**src/rtl/ring_period_meter.sv**
```systemverilog
// Ring oscillator period meter: synchronises ring_clk into the reference domain and
// publishes the period averaged over 2^LOG2_N ring periods, plus overflow and stall flags.
module ring_period_meter #(
   parameter int WIDTH   = 8,
   parameter int LOG2_N  = 2,
   parameter int TIMEOUT = 1023,
   parameter int TO_W    = 10
) (
   input  logic             clk_frequency,
   input  logic             rst_frequency,
   input  logic             init,
   input  logic             ring_clk,
   output logic [WIDTH-1:0] period_out,
   output logic             period_valid,
   output logic             overflow,
   output logic             stall,
   output logic             busy
);

   localparam int ACC_W     = WIDTH + LOG2_N;
   localparam int N_PERIODS = 1 << LOG2_N;
   localparam int EDGE_W    = (LOG2_N > 0) ? LOG2_N : 1;
   localparam int PMAX      = (1 << WIDTH) - 1;

   typedef enum logic [1:0] {
      IDLE    = 2'd0,
      ARM     = 2'd1,
      MEASURE = 2'd2
   } state_t;

   state_t              state_q, state_d;
   logic [2:0]          sync_q;
   logic [ACC_W-1:0]    acc_q, acc_d;
   logic [EDGE_W-1:0]   edge_q, edge_d;
   logic                sat_q, sat_d;
   logic [TO_W-1:0]     to_q, to_d;
   logic [WIDTH-1:0]    period_q, period_d;
   logic                valid_q, valid_d;
   logic                ovf_q, ovf_d;
   logic                stall_q, stall_d;
   logic                busy_q, busy_d;

   logic                rise;
   logic                acc_full;
   logic [ACC_W-1:0]    total;
   logic                sat_now;
   logic [ACC_W-1:0]    avg;
   logic                avg_big;
   logic                to_hit;

   // Saturating increment of the window accumulator and the averaged result it would publish.
   always_comb begin
      rise     = sync_q[1] & ~sync_q[2];
      acc_full = (acc_q == {ACC_W{1'b1}});
      total    = acc_full ? acc_q : (acc_q + ACC_W'(1));
      sat_now  = sat_q | acc_full;
      avg      = total >> LOG2_N;
      avg_big  = (avg > ACC_W'(PMAX));
      to_hit   = (to_q == TO_W'(TIMEOUT - 1));
   end

   // Next-state and output logic; priority is init-drop, then rise, then timeout.
   always_comb begin
      state_d  = state_q;
      acc_d    = acc_q;
      edge_d   = edge_q;
      sat_d    = sat_q;
      to_d     = to_q;
      period_d = period_q;
      valid_d  = 1'b0;
      ovf_d    = ovf_q;
      stall_d  = stall_q;
      case (state_q)
         IDLE: begin
            to_d = {TO_W{1'b0}};
            if (init) begin
               state_d = ARM;
            end else begin
               state_d = IDLE;
            end
         end
         ARM: begin
            if (!init) begin
               state_d = IDLE;
               stall_d = 1'b0;
            end else if (rise) begin
               acc_d   = {ACC_W{1'b0}};
               edge_d  = {EDGE_W{1'b0}};
               sat_d   = 1'b0;
               to_d    = {TO_W{1'b0}};
               state_d = MEASURE;
            end else if (to_hit) begin
               stall_d = 1'b1;
               to_d    = {TO_W{1'b0}};
            end else begin
               to_d = to_q + TO_W'(1);
            end
         end
         MEASURE: begin
            if (!init) begin
               state_d = IDLE;
               stall_d = 1'b0;
            end else if (rise) begin
               to_d = {TO_W{1'b0}};
               // The closing edge of one window is the opening edge of the next.
               if (edge_q == EDGE_W'(N_PERIODS - 1)) begin
                  period_d = avg_big ? {WIDTH{1'b1}} : avg[WIDTH-1:0];
                  ovf_d    = sat_now | avg_big;
                  valid_d  = 1'b1;
                  stall_d  = 1'b0;
                  acc_d    = {ACC_W{1'b0}};
                  edge_d   = {EDGE_W{1'b0}};
                  sat_d    = 1'b0;
               end else begin
                  acc_d  = total;
                  edge_d = edge_q + EDGE_W'(1);
                  sat_d  = sat_now;
               end
            end else if (to_hit) begin
               stall_d = 1'b1;
               to_d    = {TO_W{1'b0}};
               state_d = ARM;
            end else begin
               to_d  = to_q + TO_W'(1);
               acc_d = total;
               sat_d = sat_now;
            end
         end
         default: begin
            state_d = IDLE;
         end
      endcase
      busy_d = (state_d != IDLE);
   end

   // State, synchroniser and registered outputs.
   always_ff @(posedge clk_frequency) begin
      if (rst_frequency) begin
         state_q  <= IDLE;
         sync_q   <= 3'b000;
         acc_q    <= {ACC_W{1'b0}};
         edge_q   <= {EDGE_W{1'b0}};
         sat_q    <= 1'b0;
         to_q     <= {TO_W{1'b0}};
         period_q <= {WIDTH{1'b0}};
         valid_q  <= 1'b0;
         ovf_q    <= 1'b0;
         stall_q  <= 1'b0;
         busy_q   <= 1'b0;
      end else begin
         state_q  <= state_d;
         sync_q   <= {sync_q[1:0], ring_clk};
         acc_q    <= acc_d;
         edge_q   <= edge_d;
         sat_q    <= sat_d;
         to_q     <= to_d;
         period_q <= period_d;
         valid_q  <= valid_d;
         ovf_q    <= ovf_d;
         stall_q  <= stall_d;
         busy_q   <= busy_d;
      end
   end

   assign period_out   = period_q;
   assign period_valid = valid_q;
   assign overflow     = ovf_q;
   assign stall        = stall_q;
   assign busy         = busy_q;

endmodule

```
**config.mk**
```make
export PLATFORM = sky130hd
export DESIGN_NAME = ring_period_meter
export DESIGN_NICKNAME = d
export VERILOG_FILES = /design/src/rtl/ring_period_meter.sv
export SDC_FILE = /design/constraint.sdc
export NUM_CORES = 1
export LEC_CHECK = 0
export ABC_CLOCK_PERIOD_IN_PS = 2000
export CAP_MARGIN = 30
export CORE_MARGIN = 1
export CORE_UTILIZATION = 50
export DETAILED_ROUTE_END_ITERATION = 10
export HOLD_SLACK_MARGIN = 0.08
export PLACE_DENSITY = 0.75
export SLEW_MARGIN = 20
export SYNTH_ARGS = -nofsm -noshare
export SYNTH_HDL_FRONTEND = slang
export SYNTH_SLANG_ARGS = --single-unit
```
**constraint.sdc**
```tcl
create_clock -name clk_frequency -period 2 [get_ports clk_frequency]
set_input_delay 0.5 -clock clk_frequency [delete_from_list [all_inputs] [get_ports clk_frequency]]
set_output_delay 0.5 -clock clk_frequency [all_outputs]
set_load 0.05 [all_outputs]
```
==> run_results.csv, run 1 <==
group,metric,value,unit
critical_path,cp_num_cells,1,
routing,via_count,1834,
critical_path,cpLargestDelayFamily,"buffers and inverters",
clock_network,cts_sinks,40,
clock_network,cts-htree-levels,2,
routing,firstDrtPassIters,4,
sta,setup_viol,0,
critical_path,cpPeakStageDelay,800,ps
critical_path,r2r_slack,150,ps
routing,drc,0,
global_route,grtUsageTotal,22.3,%
power,vdd_drop_max,0.000396,V
synth,synth.distinct_cells,52,
floorplan,die_y,66.3,um
floorplan,start_util,54.4,%
synth,syn-cell-area,2070,um^2
synth,ys_seq_area_share,38.8,%
critical_path,critPathBufInv,1,
critical_path,critPathArrivalTime,1430,ps
worst_hold_path,holdCritPathClass,"flip-flop to flip-flop",
sta,max_slew_margin,67.3,%
synth,async_flop_share,0,%
finish,nNetsFinal,279,
floorplan,placementRows,22,
critical_path,worstPathCellList,"clkdlybuf4s50_1",
power,p_leak,0.000885,uW
finish,fin_util,64.7,%
power,power.switching,359,uW
clock_network,cts_tree,"built",
synth,syn_nets,254,
sta,period_minus_slack,1930,ps
synth,synth_seq_cells,40,
clock_network,numCtsBuffers,5,
placed_design,post-dp-hpwl,3.10,mm
critical_path,regToRegStartpoint,"state_q[1]",
critical_path,slowest_stage,"clkdlybuf4s50_1",
finish,area_growth,19.0,%
finish,drive_gt1_share,16.8,%
sta,fin_skew,3.95,ps
sta,hold_viol,0,
placed_design,post-place-ws,-158,ps
routing,dr.first_iter.drc_count,146,
power,combPwrFrac,6.3,%
synth,synthesis.instances,242,
critical_path,path_class,"flip-flop to output pin",
synth,ys.flop_type,"dfxtp_1",
synth,synth_common_cells,"dfxtp_1, a21oi_1, nand2_1",
global_route,grt_max_degree,27,
critical_path,worst-r2r-cell-count,7,
synth,synth_most_common_cell,"dfxtp_1",
sta,max_freq,517,MHz
critical_path,crit_required,1500,ps
global_route,grt_pass1_wl,7.42,mm
job,maxCapViolations,0,
clock_network,root_buffer,"clkbuf_8",
outcome,status,"completed",
placed_design,io_buffers,15,
floorplan,die_area,4390,um^2
global_route,first_global_vias,1596,
power,pwr-share-clk,42.4,%
floorplan,ios,16,
synth,ys_warn_count,0,
synth,synth_edf_count,0,
floorplan,design.core.area,3800,um^2
critical_path,timing.rr.end,"acc_q[0]",
routing,wl_per_cell,13.9,um
sta,worst_pin_slew,489,ps
synth,yosys.area.top_type,"dfxtp_1",
global_route,grt_overflow,0,
critical_path,cp-start-kind,"flip-flop",
critical_path,crit_start,"period_out[0]",
sta,fin_crit_sh,96.7,%
clock_network,clk_path_buf_depth,2,
clock_network,clk_pin_slew,80,ps
clock_network,clk-insertion-delay-late,300,ps
power,seqPwrFrac,51.3,%
sta,drv_slew,0,
synth,synth_top_area_share,38.8,%
placed_design,finalWeightedCongestion,0.825,
power,p_int,1210,uW
global_route,antenna_found_initial,0,
sta,rsz0062_at_grt,"yes",
routing,via_per_inst,5.80,
synth,synth.avg_cell_area,8.54,um^2
power,switching_share,22.9,%
power,power_density,639,nW/um^2
critical_path,crit_path_end_kind,"output pin",
floorplan,chipWidth,66.3,um
synth,synth.top_cells.by_area,"dfxtp_1, a21oi_1, ha_1, nand2_1, a311oi_1",
critical_path,crit_path_max_fanout,2,
critical_path,crit_path_end,"period_out[0]",
sta,fin_ws,66.6,ps
routing,ant_nets,0,
finish,n_antenna_cell,0,
routing,wirelength,4.38,mm
-- per-layer routing --
metal | global-route usage (%) | part of all wire, % | vias to the layer above
li1 | - | - | 943
met4 | 8.78 | 1.5 | 0
met2 | 33.2 | 44 | 34
met3 | 4.83 | 3.9 | 8
met1 | 31.0 | 51 | 849
met5 | 0 | 0 | -
-- logic make-up after synthesis --
kind of cell	count (synthesis)	share of synthesized area, %
AO/OA/AOI/OAI	70	22.6
AND/OR/NAND/NOR	97	26.2
buffers and inverters	22	5.15
XOR/XNOR	2	0.848
adder cells (fa/ha/maj)	8	4.85
flip-flops	40	38.8
multiplexers	3	1.57
-- worst min-delay path by stage --
| stage | start | slack (ps) | cells after the start | to |
|---|---|---|---|---|
| final | sync_q[0] | 450 | 1 | sync_q[1] |
| after global placement | sync_q[0] | 430 | 1 | sync_q[1] |
| after detailed placement | sync_q[0] | 440 | 1 | sync_q[1] |
| after global routing | sync_q[0] | 460 | 1 | sync_q[1] |
| after CTS | period_out[2] | 460 | 2 | period_out[2] |
| after floorplan | sync_q[0] | 410 | 1 | sync_q[1] |
-- layout by cell type, fill, tap and decap left out, types with 2 or more instances in the layout --
master | netlist | routed
nand4_1 | 7 | 7
clkdlybuf4s50_1 | 0 | 13
nand3_1 | 9 | 8
inv_1 | 9 | 9
a211oi_1 | 4 | 4
a311oi_1 | 8 | 7
nand3_2 | 1 | 2
or2_2 | 2 | 2
o21ai_0 | 7 | 7
ha_1 | 8 | 7
clkbuf_8 | 0 | 5
nor2b_1 | 5 | 5
a41oi_1 | 2 | 2
o211ai_1 | 3 | 3
mux2_2 | 2 | 2
dfxtp_1 | 40 | 39
o31ai_1 | 2 | 2
nor2_1 | 18 | 18
nor3_1 | 8 | 8
a31oi_1 | 6 | 6
and3_1 | 5 | 5
or3_1 | 3 | 3
a22oi_1 | 4 | 4
a21oi_1 | 25 | 25
buf_4 | 1 | 17
nor3_2 | 2 | 2
nand2_1 | 23 | 23
and4_1 | 4 | 4
-- state kept, by name (all words and copies together), names as in the netlist --
signal        cells
state_q           2
edge_q            2
busy              1
period_out        8
to_q             10
period_valid      1
sync_q            3
overflow          1
sat_q             1
stall             1
acc_q            10
-- through the flow --
stage	power (uW)	setup TNS, ps	cells	cell area [um^2]	hold WS, ps
6_report	1570	0	316	2460	452
4_1_cts	1580	0	316	2440	457
2_1_floorplan	884	0	242	2070	414
3_3_place_gp	919	-77.4	308	2330	429
5_1_grt	1630	-11.9	316	2460	465
3_5_place_dp	921	-452	308	2330	441
-- cell type report --
class,count,area (um^2)
Fill cell,334,1340
Multi-Input combinational cell,180,1170
Sequential cell,40,802
Timing Repair Buffer,31,278
Clock buffer,5,68.8
Tap cell,48,60.1
Clock inverter,3,42.5
Inverter,9,33.8
-- worst reg2reg max path: stages (launching register included) --
cell and delay, ps:
dfxtp_1 400, inv_1 110, ha_1 230, inv_1 100, o31ai_2 100, a21o_1 200
or4_1 500, a21oi_1 150
-- power groups by stage --
stage               clock, uW  sequential (uW)  combinational, uW
finish                    665              805               99.4
floorplan                   0              828               56.3
global route              716              806                108
CTS                       679              805               97.3
global placement            0              824               95.3
detailed placement          0              824               97.0
-- repair_timing --
item,in CTS,in global routing
gates resized for setup,0,4
setup buffers,0,0
hold buffers,0,0
setup endpoints to repair,0,8
No activity file was read; power rests on OpenSTA's default activity.
==> run 2, diff against run 1 <==
==> constraint.sdc (replaced) <==
create_clock -name clk_frequency -period 2 [get_ports clk_frequency]
set_input_delay 0.3 -clock clk_frequency [delete_from_list [all_inputs] [get_ports clk_frequency]]
set_output_delay 0.3 -clock clk_frequency [all_outputs]
set_load 0.05 [all_outputs]
==> run_results.csv, run 2 (synthesis gave the netlist of run 1 again) <==
group,metric,value,unit
outcome,status,"completed",
routing,firstDrtPassIters,4,
routing,wirelength,4.38,mm
floorplan,ios,16,
finish,n_antenna_cell,0,
finish,drive_gt1_share,13.5,%
finish,fin_util,63.3,%
critical_path,path_class,"flip-flop to flip-flop",
power,vdd_drop_max,0.000446,V
critical_path,worst-r2r-cell-count,7,
critical_path,timing.rr.end,"acc_q[0]",
routing,dr.first_iter.drc_count,111,
sta,max_freq,535,MHz
floorplan,die_y,66.3,um
critical_path,regToRegStartpoint,"to_q[0]",
critical_path,r2r_slack,130,ps
global_route,grt_overflow,0,
finish,final_common_cell,"dfxtp_1",
sta,whs,442,ps
finish,regArea,801,um^2
worst_hold_path,whs_path_depth,1,
critical_path,crit_path_max_fanout,6,
sta,fin_ws,132,ps
placed_design,post-place-ws,128,ps
sta,fin_crit_sh,93.4,%
sta,hold_viol,0,
clock_network,cts_sinks,40,
finish,area_growth,16.5,%
finish,nNetsFinal,278,
floorplan,placementRows,22,
clock_network,cts_hold_buf,0,
floorplan,start_util,54.4,%
finish,multi_input_area,1160,um^2
clock_network,root_buffer,"clkbuf_8",
sta,setup_viol,0,
critical_path,cpPeakStageDelay,490,ps
global_route,antenna_found_initial,0,
global_route,grt_pass1_wl,7.38,mm
clock_network,clk_path_buf_depth,2,
clock_network,cts-htree-levels,2,
power,pwr-share-clk,38.0,%
clock_network,postCtsSetupRepairBufs,0,
power,seqPwrFrac,55.5,%
global_route,grtUsageTotal,21.9,%
critical_path,worstPathCellList,"inv_1 > ha_1 > nand4_2 > o31ai_2 > a21o_1 > or4_1 > a21oi_1",
placed_design,finalWeightedCongestion,0.848,
critical_path,crit_path_end_kind,"flip-flop",
sta,rsz0062_at_grt,"no",
routing,via_per_inst,5.82,
routing,wl_per_cell,13.9,um
placed_design,io_buffers,15,
worst_hold_path,holdCritPathClass,"flip-flop to flip-flop",
job,maxCapViolations,0,
critical_path,cp-start-kind,"flip-flop",
clock_network,clk_pin_slew,70,ps
global_route,grt_max_degree,28,
power,power_density,603,nW/um^2
finish,fillers,331,
sta,worst_pin_slew,503,ps
sta,fin_skew,2.56,ps
worst_hold_path,whs_endpoint,"sync_q[1]",
routing,ant_nets,0,
finish,most-common-layout-cells,"dfxtp_1, a21oi_1, nand2_1, nor2_1",
power,combPwrFrac,6.5,%
sta,period_minus_slack,1870,ps
power,p_leak,0.000862,uW
critical_path,critPathArrivalTime,2090,ps
floorplan,design.core.area,3800,um^2
power,switching_share,22.8,%
routing,via_count,1832,
sta,max_slew_margin,66.4,%
placed_design,post-dp-hpwl,3.09,mm
floorplan,die_area,4390,um^2
global_route,first_global_vias,1640,
clock_network,cts_tree,"built",
critical_path,slowest_stage,"or4_1",
sta,tns,0,ps
sta,drv_slew,0,
power,power.switching,331,uW
worst_hold_path,hold_start,"sync_q[0]",
critical_path,crit_required,2220,ps
clock_network,numCtsBuffers,5,
power,p_int,1120,uW
floorplan,chipWidth,66.3,um
power,power,1450,uW
clock_network,clk-insertion-delay-late,290,ps
clock_network,cts_resized,0,
routing,drc,0,
[run 2: metal layers]
layer | share of wire [%] | track usage, %
met1 | 49 | 29.1
met2 | 47 | 34.8
met3 | 2.7 | 4.31
met4 | 1.1 | 8.24
met5 | 0 | 0
[run 2: worst max-delay path by stage]
stage                          start       end  slack [ps]  cells after the start
final                        to_q[0]  acc_q[0]         130                      7
after global routing      state_q[1]   to_q[9]          10                      7
after CTS                    to_q[0]  acc_q[0]         130                      7
after detailed placement        init   to_q[3]         130                      7
after global placement          init   to_q[3]         140                      7
after floorplan              to_q[0]  acc_q[0]         260                      7
[run 2: stage by stage]
| step | std cells | instance area (um^2) |
|---|---|---|
| 6_report | 315 | 2410 |
| 4_1_cts | 315 | 2410 |
| 5_1_grt | 315 | 2410 |
| 3_5_place_dp | 307 | 2320 |
| 2_1_floorplan | 242 | 2070 |
| 3_3_place_gp | 307 | 2320 |
[run 2: power groups by stage]
stage / Combinational, uW / Sequential, uW / Clock (uW)
6_report: 94.1 / 805 / 551
5_1_grt: 103 / 806 / 600
4_1_cts: 94.2 / 805 / 567
3_5_place_dp: 93.7 / 824 / 0
3_3_place_gp: 92.6 / 824 / 0
2_1_floorplan: 56.3 / 828 / 0
[run 2: layout make-up]
cell class / instances / share of cell area (%)
well taps: 48 / 2.50
flip-flops and latches: 40 / 33.3
clock buffers: 8 / 3.74
multi-input cells: 180 / 48.2
inverters: 9 / 1.40
repair buffers: 30 / 10.9
[run 2: worst max-delay path, delay by kind of cell (launching register included)]
kind / cells / cell delay [ps]
AND/OR/NAND/NOR: 2 / 630
AO/OA/AOI/OAI: 3 / 440
flip-flops: 1 / 410
adder cells (fa/ha/maj): 1 / 220
buffers and inverters: 1 / 100
